[src/rtl/mul_seq_ctrl.sv]
// mul_seq_ctrl: sequencing and sign handling for an unsigned 32x32->64
// multiplier in the RV32M execute path. Signed operands become magnitudes
// on the way in. The product is negated on the way back when needed. A
// one-entry cache of the last corrected product lets MUL complete in one
// cycle when it follows a MULH on the same operands.
module mul_seq_ctrl #(
    parameter int unsigned MUL_LATENCY = 4
) (
    input  logic        clk,
    input  logic        nrst,
    input  logic        start,
    input  logic        flush,
    input  logic [1:0]  op,
    input  logic [31:0] rs1,
    input  logic [31:0] rs2,
    output logic        busy,
    output logic        done,
    output logic [31:0] result,
    output logic [31:0] mul_a,
    output logic [31:0] mul_b,
    input  logic [63:0] mul_out
);

    localparam logic [1:0] ST_IDLE  = 2'd0;
    localparam logic [1:0] ST_WAIT  = 2'd1;
    localparam logic [1:0] ST_FIX   = 2'd2;
    localparam logic [1:0] ST_DONE  = 2'd3;
    localparam logic [1:0] OP_MUL   = 2'b00;
    localparam logic [3:0] LAT_INIT = 4'(MUL_LATENCY);

    // {A signed, B signed} for each funct3[1:0] encoding
    function automatic logic [1:0] op_signedness(input logic [1:0] op_f);
        logic [1:0] sgn_f;
        case (op_f)
            2'b00, 2'b01: sgn_f = 2'b11;
            2'b10:        sgn_f = 2'b10;
            2'b11:        sgn_f = 2'b00;
            default:      sgn_f = 2'b00;
        endcase
        return sgn_f;
    endfunction

    logic [1:0]  state_r;
    logic [1:0]  state_nxt_s;
    logic [3:0]  cnt_r;
    logic [1:0]  op_r;
    logic        neg_res_r;
    logic [31:0] rs1_r;
    logic [31:0] rs2_r;
    logic [1:0]  sgn_r;
    logic        cache_vld_r;
    logic [63:0] prod_r;

    logic [1:0]  sgn_s;
    logic        neg_a_s;
    logic        neg_b_s;
    logic        hit_s;

    // rs1_r/rs2_r/sgn_r/prod_r double as the cache contents: they are only
    // overwritten by a miss, which also clears cache_vld_r.
    assign sgn_s   = op_signedness(op);
    assign neg_a_s = sgn_s[1] & rs1[31];
    assign neg_b_s = sgn_s[0] & rs2[31];
    assign hit_s   = cache_vld_r && (rs1 == rs1_r) && (rs2 == rs2_r) &&
                     ((op == OP_MUL) || (sgn_s == sgn_r));

    // Next-state decode; flush overrides every state
    always_comb begin
        state_nxt_s = state_r;
        if (flush) begin
            state_nxt_s = ST_IDLE;
        end else begin
            case (state_r)
                ST_IDLE: begin
                    if (start) begin
                        state_nxt_s = hit_s ? ST_DONE : ST_WAIT;
                    end else begin
                        state_nxt_s = ST_IDLE;
                    end
                end
                ST_WAIT: begin
                    if (cnt_r == 4'd1) begin
                        state_nxt_s = ST_FIX;
                    end else begin
                        state_nxt_s = ST_WAIT;
                    end
                end
                ST_FIX:  state_nxt_s = ST_DONE;
                ST_DONE: state_nxt_s = ST_IDLE;
                default: state_nxt_s = ST_IDLE;
            endcase
        end
    end

    // State, latency counter and the registered busy/done status outputs
    always_ff @(posedge clk or negedge nrst) begin
        if (!nrst) begin
            state_r <= ST_IDLE;
            cnt_r   <= 4'd0;
            busy    <= 1'b0;
            done    <= 1'b0;
        end else begin
            state_r <= state_nxt_s;
            busy    <= !flush && ((state_r == ST_WAIT) || (state_r == ST_FIX));
            done    <= !flush && (state_r == ST_DONE);
            if (flush) begin
                cnt_r <= 4'd0;
            end else if ((state_r == ST_IDLE) && start && !hit_s) begin
                cnt_r <= LAT_INIT;
            end else if (state_r == ST_WAIT) begin
                cnt_r <= cnt_r - 4'd1;
            end else begin
                cnt_r <= cnt_r;
            end
        end
    end

    // Operand capture, product capture/sign fix, result select and cache valid
    always_ff @(posedge clk or negedge nrst) begin
        if (!nrst) begin
            mul_a       <= 32'd0;
            mul_b       <= 32'd0;
            result      <= 32'd0;
            op_r        <= 2'd0;
            neg_res_r   <= 1'b0;
            rs1_r       <= 32'd0;
            rs2_r       <= 32'd0;
            sgn_r       <= 2'd0;
            prod_r      <= 64'd0;
            cache_vld_r <= 1'b0;
        end else begin
            case (state_r)
                ST_IDLE: begin
                    if (start && !flush) begin
                        op_r <= op;
                        if (!hit_s) begin
                            mul_a       <= neg_a_s ? (~rs1 + 32'd1) : rs1;
                            mul_b       <= neg_b_s ? (~rs2 + 32'd1) : rs2;
                            neg_res_r   <= neg_a_s ^ neg_b_s;
                            rs1_r       <= rs1;
                            rs2_r       <= rs2;
                            sgn_r       <= sgn_s;
                            cache_vld_r <= 1'b0;
                        end
                    end
                end
                ST_WAIT: begin
                    if (!flush && (cnt_r == 4'd1)) begin
                        prod_r <= mul_out;
                    end
                end
                ST_FIX: begin
                    if (!flush) begin
                        prod_r      <= neg_res_r ? (~prod_r + 64'd1) : prod_r;
                        cache_vld_r <= 1'b1;
                    end
                end
                ST_DONE: begin
                    if (!flush) begin
                        result <= (op_r == OP_MUL) ? prod_r[31:0] : prod_r[63:32];
                    end
                end
                default: begin
                    cache_vld_r <= 1'b0;
                end
            endcase
            // Any flush discards the cached product, whatever the state
            if (flush) begin
                cache_vld_r <= 1'b0;
            end
        end
    end

endmodule

[config.mk]
export PLATFORM = sky130hd
export DESIGN_NAME = mul_seq_ctrl
export DESIGN_NICKNAME = d
export VERILOG_FILES = /design/src/rtl/mul_seq_ctrl.sv
export SDC_FILE = /design/constraint.sdc
export NUM_CORES = 1
export LEC_CHECK = 0
export CAP_MARGIN = 0
export CORE_UTILIZATION = 50
export CTS_CLUSTER_SIZE = 12
export DETAILED_ROUTE_END_ITERATION = 10
export PLACE_DENSITY_LB_ADDON = 0.08
export REMOVE_ABC_BUFFERS = 1
export SYNTH_ARGS = -nofsm -noshare
export SYNTH_HDL_FRONTEND = slang
export SYNTH_SLANG_ARGS = --single-unit
[constraint.sdc]
create_clock -name clk -period 6.6 [get_ports clk]
set_input_delay 0.99 -clock clk [delete_from_list [all_inputs] [get_ports clk]]
set_output_delay 0.99 -clock clk [all_outputs]
set_load 0.02 [all_outputs]
==> results.cfg, run 1 <==
[place]
gp_congestion = 0.9090
pre_cts_slack_ns = 2.211
portBuffers = 231
place_inst = 1799
hpwl_mm = 25.80

[synth]
yosysTopAreaCellShare_pct = 44.83
synth_area_leader_cell = dfrtp_1
post-synth-top-count-cell = dfrtp_1
synth-seq-area-share_pct = 44.83
syn_inst = 1305
syn_avg_cell_area_um2 = 10.09
synth.distinct_cells = 53
synth-async-reset-ratio_pct = 100.0
synth_commonest_cells = dfrtp_1, mux2_2, nand2_1
synth_seq_cells = 236
ys.flop_type = dfrtp_1
syn_area_mm2 = 0.01317
yosys_warnings = 0
synth_edf_count = 0
netlist_top_cells_area = dfrtp_1, mux2_2, xnor2_1

[worst_setup_path]
critPathTopFamily = simple AND/OR/NAND/NOR gates
arrival_ns = 4.30
crit_type = input pin to register
r2r_slack_ns = 2.78
start_kind = input pin
cp_cell_sequence = clkdlybuf4s50_1 > xnor2_1 > or4b_2 > nor3_1 > nand4_1 > o21bai_4 > buf_12 > mux2_2
path_max_fanout = 80
worstSetupEndpointType = register
slowest_stage = or4b_2
slowest_delay_ns = 0.63
crit_buf_inv = 2
required_ns = 7.02

[pwr]
power_uw = 4993
ir_worst_vdd_mv = 0.2404
power_density_mw_per_mm2 = 300.1
power.leakage_uw = 0.006459

[cts]
cts_sinks = 236
cts_buffers = 27
post_cts_buffers = 0
cts_htree_levels = 1
tritoncts = built
clock_latency_ns = 0.55
root_buffer = clkbuf_16
clockBufferDepth = 3
post_cts_resized = 0
clkTransAtPathRegs_ns = 0.06
holdBufCountCts = 0

[routing]
drc = 0
wl_mm = 36.71
drt_iter0_markers = 891
ant_nets = 0
vias = 10900
via_per_inst = 5.896
drt_first_pass_iters = 5
wl_per_cell_um = 19.86

[global_route]
grt_pass1_vias = 10420
grt_max_degree = 143
groute.usage.overall_pct = 27.40
antenna_found_initial = 1
grt_pass1_wl_mm = 57.73
grt-ovfl-total = 0

[sta]
hold_violations = 0
period_needed_ns = 3.878
finalClockSkew_ns = 0.02050
rsz0062_at_grt = false
setup_violations = 0
slew_headroom_pct = 18.08
worst_pin_slew_ns = 1.224
fin_crit_sh_pct = 58.75
timing.fmax_ghz = 0.2579
timing.final.ws_setup_ns = 2.722
slew_viol_final = 0

[floorplan]
ios = 232
coreArea_mm2 = 0.02598
die_x_um = 164.3
dieHeight_um = 164.3
row_count = 59
initial_utilization_pct = 50.69
die_area_mm2 = 0.02700

[layout]
drive_above_1_share_pct = 13.28
stdcell_count = 1848
n_antenna_cell = 0
fin_util_pct = 64.04
syn_to_final_growth_pct = 26.32
fill_cells = 2181
nets = 1636

[worst_hold_path]
min_path_type = input pin to asynchronous set/reset pin

[outcome]
status = finished, final reports clean

[run]
cap_violations = 0
-- flip-flops by register name (all words and copies together), names as in the netlist, 4 cells and up --
register,count
rs1_r,31
prod_r,64
mul_a,32
cnt_r,4
rs2_r,31
mul_b,32
result,32
-- through the flow --
stage / hold slack, ns / area (um2) / setup TNS, ns
6_report: 0.4540 / 16640 / 0
5_1_grt: 0.5011 / 16640 / 0
4_1_cts: 0.4830 / 16640 / 0
3_5_place_dp: 0.4698 / 15730 / 0
3_3_place_gp: 0.4623 / 15730 / 0
2_1_floorplan: 0.4795 / 12840 / -597.51
-- cell families (layout without fill, tap and decap cells) --
| logic type | after synthesis | after routing | share of synthesized area, % |
|---|---|---|---|
| buffers and inverters | 117 | 325 | 3.495 |
| DFF | 236 | 236 | 44.83 |
| adders and majority gates | 9 | 9 | 0.8549 |
| AOI/OAI and AO/OA | 297 | 297 | 14.17 |
| muxes | 176 | 176 | 14.56 |
| and+or+nand+nor | 362 | 362 | 14.90 |
| xor gates and xnor gates | 108 | 108 | 7.181 |
-- power breakdown --
part | internal [uW] | leakage (uW) | switching [uW]
registers | 1770 | 0.00281 | 320
clock network | 934 | 0.000452 | 618
logic | 689 | 0.00319 | 666
-- area by class of cell --
type / instances / area [um2] / share of cell area (%)
multi-input cells: 952 / 6845 / 41.14
flip-flops and latches: 236 / 5906 / 35.49
repair buffers: 243 / 2432 / 14.62
clock buffers: 38 / 777.0 / 4.670
well taps: 335 / 419.2 / 2.519
clock inverters: 11 / 136.4 / 0.8196
inverters: 33 / 123.9 / 0.7444
-- final timing paths --
kind                                 start          to  cells after the start
worst max-delay path               rs2[26]   rs1_r[14]                      8
worst min-delay path                  nrst   mul_a[15]                      1
worst max register to register  state_r[0]  prod_r[14]                      9
worst min register to register   result[3]   result[3]                      2
max in group asynchronous             nrst  prod_r[41]                      2
min in group clk                 result[3]   result[3]                      2
-- cells in the final DEF, fill, tap and decap left out, types with 33 or more instances in the layout --
cell type / instances
a21oi_1: 69
clkdlybuf4s50_1: 230
dfrtp_1: 236
inv_1: 33
mux2_2: 125
mux2i_1: 51
nand2_1: 81
nand2b_1: 35
nor2_1: 41
nor4_1: 34
o21ai_0: 70
o22ai_1: 61
xnor2_1: 59
xor2_1: 49
-- worst reg2reg max path, delay by kind of cell, from the launching register on --
family	cells	cell delay (ns)
AND/OR/NAND/NOR	1	0.82
AO/OA/AOI/OAI	3	0.76
flip-flops	1	0.40
multiplexers	1	0.28
adder cells (fa/ha/maj)	1	0.17
buffers and inverters	3	1.22
-- layer usage --
metal  track usage, %  share of wire (%)  up-vias  wire, um
met5                0              0.052        -        19
met4            9.386                3.2        2      1181
met3            3.535                4.9       64      1786
met2            45.74                 48      296     17800
met1            36.58                 43     5321     15920
li1                 -                  -     5213         -
Note: power is estimated with default switching activity, not from simulation.
==> run 2, diff against run 1 <==
Settings changed: CORE_UTILIZATION 50 to 49.
Clock period 6.6 ns to 3.46 ns, I/O delays scaled along.
==> results.cfg, run 2 (synthesis results as in run 1) <==
[outcome]
status = complete, but fails checks
violations = DRC, hold timing

[routing]
drc = 14
drt_iter0_markers = 981
wl_mm = 38.38
wl_per_cell_um = 20.18
vias = 11170
drt_first_pass_iters = 8
ant_nets = 0
via_per_inst = 5.870

[cts]
cts_htree_levels = 1
root_buffer = clkbuf_16
clkTransAtPathRegs_ns = 0.06
cts_sinks = 236
holdBufCountCts = 0
post_cts_buffers = 0
clock_latency_ns = 0.53
tritoncts = built
cts_buffers = 27
post_cts_resized = 0
clockBufferDepth = 3

[sta]
slew_viol_final = 0
period_needed_ns = 3.030
timing.fmax_ghz = 0.3300
fin_crit_sh_pct = 87.57
worst_pin_slew_ns = 0.9268
setup_violations = 0
hold_violations = 10
fin_hold_ws_ns = -0.03327
slew_headroom_pct = 38.07
rsz0062_at_grt = false
fin_setup_tns_ns = 0
finalClockSkew_ns = 0.009946

[place]
gp_congestion = 0.8864
portBuffers = 231
hpwl_mm = 27.77

[floorplan]
row_count = 59
dieHeight_um = 166.0
ios = 232
die_area_mm2 = 0.02754
die_x_um = 166.0
initial_utilization_pct = 50.26
coreArea_mm2 = 0.02621

[worst_setup_path]
crit_type = register to register
arrival_ns = 3.45
worstSetupEndpointType = register
required_ns = 3.88
path_max_fanout = 11
start_kind = register

[layout]
regMostFlops = prod_r
n_antenna_cell = 0
final_common_cell = dfrtp_1
largest_reg_flops = 64
drive_above_1_share_pct = 16.21
layout_common_cells = dfrtp_1, clkdlybuf4s50_1, mux2_2, nand2_1, o21ai_0
nets = 1691
syn_to_final_growth_pct = 29.62

[pwr]
ir_worst_vdd_mv = 0.3135
power_uw = 9498
power.leakage_uw = 0.006721
power_density_mw_per_mm2 = 556.3

[worst_hold_path]
min_path_type = input pin to asynchronous set/reset pin

[global_route]
antenna_found_initial = 0
groute.usage.overall_pct = 27.73
grt_pass1_wl_mm = 61.27
grt_max_degree = 84
grt-ovfl-total = 0
grt_pass1_vias = 11000

[run]
cap_violations = 0
==> run 2: cell types whose count changed in the layout (fill, tap and decap cells not counted) <==
cell / before / now
buf_12: 2 / 7
buf_4: 10 / 60
bufinv_16: 3 / 2
clkbuf_1: 5 / 6
clkbuf_8: 6 / 5
clkinvlp_4: 1 / 2
inv_6: 1 / 0
==> run 2: stage by stage <==
step	util (%)	instance area (um2)	setup slack [ns]	cells
after floorplan	-	12840	-8.282	1221
after global placement	61.82	16200	0.1670	1854
after detailed placement	61.82	16200	0.1122	1854
after CTS	65.15	17070	0.4494	1902
after global routing	65.15	17070	0.3269	1902
final	65.15	17070	0.4301	1902
==> run 2: worst paths after layout <==
kind | slack [ns] | to | cells after the start | from
worst max-delay path | 0.43 | prod_r[59] | 7 | prod_r[30]
worst min-delay path | -0.03 | mul_a[15] | 1 | nrst
worst max register to register | 0.43 | prod_r[59] | 7 | prod_r[30]
worst min register to register | 0.48 | result[5] | 2 | result[5]
max in group asynchronous | 2.61 | prod_r[52] | 2 | nrst
min in group clk | 0.48 | result[5] | 2 | result[5]
==> run 2: per-layer routing <==
| layer | global-route usage (%) | share of wire [%] |
|---|---|---|
| met1 | 36.49 | 43 |
| met2 | 48.23 | 49 |
| met3 | 3.313 | 4.7 |
| met4 | 7.558 | 2.7 |
| met5 | 0 | 0 |
==> run 2: critical path, cell delays in order (launching register included) <==
cell,delay (ns)
dfrtp_1,0.44
or4_4,0.57
or4_1,0.55
or4_4,0.55
buf_4,0.19
nor4_1,0.33
nand3b_1,0.11
nor3b_1,0.17
==> run 2: cell type report <==
type	count	area (um2)
fillers	2181	9133
clock inverters	10	105.1
multi-input cells	952	6845
flip-flops and latches	236	5906
clock buffers	38	767.0
repair buffers	298	2908
inverters	33	123.9
well taps	335	419.2
==> run 2: power breakdown <==
part / internal [uW] / switching [uW]
combinational: 1360 / 1290
sequential: 3370 / 616
clock: 1680 / 1170
==> run 3, diff against run 2 <==
Settings changed: CORE_UTILIZATION 49 to 50, DONT_BUFFER_PORTS set to 1.
==> results.cfg, run 3 (synthesis results as in run 1) <==
[outcome]
status = complete, but fails checks
violations = hold timing

[cts]
tritoncts = built
cts_sinks = 236
clockBufferDepth = 3
cts_htree_levels = 1
post_cts_resized = 0
clock_latency_ns = 0.54
post_cts_buffers = 0
root_buffer = clkbuf_16
clkTransAtPathRegs_ns = 0.06
cts_buffers = 28

[global_route]
grt_pass1_wl_mm = 54.82
grt-ovfl-total = 0
grt_pass1_vias = 9527
groute.usage.overall_pct = 26.11
antenna_found_initial = 2
grt_max_degree = 237

[sta]
finalClockSkew_ns = 0.01138
fin_crit_sh_pct = 87.70
period_needed_ns = 3.034
hold_violations = 236
fin_hold_ws_ns = -0.3259
slew_headroom_pct = 29.71
slew_viol_final = 0
setup_violations = 0
worst_pin_slew_ns = 1.054
timing.fmax_ghz = 0.3296
rsz0062_at_grt = false

[floorplan]
ios = 232
dieHeight_um = 164.3
die_area_mm2 = 0.02700
row_count = 59
initial_utilization_pct = 50.69
coreArea_mm2 = 0.02598
die_x_um = 164.3

[run]
cap_violations = 0

[layout]
nets = 1420
final_common_cell = dfrtp_1
fill_cells = 2297
layout_common_cells = dfrtp_1, mux2_2, nand2_1, o21ai_0, a21oi_1
syn_to_final_growth_pct = 9.527
largest_reg_flops = 64
regMostFlops = prod_r
design_area_mm2 = 0.01443
drive_above_1_share_pct = 16.46

[worst_setup_path]
required_ns = 3.89
path_max_fanout = 10
start_kind = register
slowest_delay_ns = 0.64
arrival_ns = 3.46
slowest_stage = or4_1
worstSetupEndpointType = register
cp_cell_sequence = or4_1 > nor4_1 > buf_4 > nand3_1 > nor4_1 > buf_4 > nand3b_1 > nor3b_1
crit_type = register to register

[routing]
via_per_inst = 6.121
drc = 0
wl_mm = 35.56
ant_nets = 0
wl_per_cell_um = 21.81
vias = 9983
drt_iter0_markers = 692
drt_first_pass_iters = 6

[place]
hpwl_mm = 25.02
portBuffers = 0
gp_congestion = 0.9367
placed_area_mm2 = 0.01353

[pwr]
power.leakage_uw = 0.005632
ir_worst_vdd_mv = 0.4202
power_uw = 8795
power_density_mw_per_mm2 = 609.6

[worst_hold_path]
min_path_type = input pin to asynchronous set/reset pin
[run 3: area by class of cell]
type                            count  area, um2  share of cell area (%)
Clock inverter                     11      113.9                  0.7892
Multi-Input combinational cell    952       6845                   47.45
Tap cell                          335      419.2                   2.905
Antenna cell                        2      5.005                 0.03469
Timing Repair Buffer               26      232.7                   1.613
Clock buffer                       36      782.0                   5.420
Sequential cell                   236       5906                   40.93
Inverter                           33      123.9                  0.8586
[run 3: path summary, 6_finish.rpt]
kind	from	to	slack (ns)	cells after the start
max	prod_r[18]	prod_r[49]	0.43	8
min	nrst	mul_a[15]	-0.33	0
max reg2reg	prod_r[18]	prod_r[49]	0.43	8
min reg2reg	rs1_r[13]	rs1_r[13]	0.52	1
max in group asynchronous	nrst	rs2_r[6]	3.45	0
min in group clk	flush	cnt_r[0]	0.03	1
[run 3: per-layer routing]
metal	global-route usage, %	wire length [um]	up-vias
li1	-	-	4774
met1	33.06	14840	4872
met2	44.09	17420	283
met3	6.212	2338	54
met4	7.618	959	0
met5	0	0	-
[run 3: power breakdown]
| group | internal [uW] | switching [uW] | total (uW) |
|---|---|---|---|
| combinational | 843 | 767 | 1610 |
| sequential | 3370 | 908 | 4280 |
| clock | 1730 | 1180 | 2910 |
| total | 5940 | 2860 | 8800 |
[run 3: metrics by stage]
step | std cells | utilization, % | worst slack, ns | setup TNS, ns
floorplan | 1221 | - | -8.282 | -1132.88
global placement | 1582 | 52.06 | 0.4191 | 0
detailed placement | 1582 | 52.06 | 0.4017 | 0
CTS | 1629 | 55.50 | 0.3837 | 0
global route | 1630 | 55.51 | 0.2017 | 0
finish | 1631 | 55.52 | 0.4256 | 0
[run 3: critical path, delay by kind of cell (launching register included)]
kind,cells,cell delay (ns)
buffers and inverters,2,0.41
DFF,1,0.42
and+or+nand+nor,6,2.10
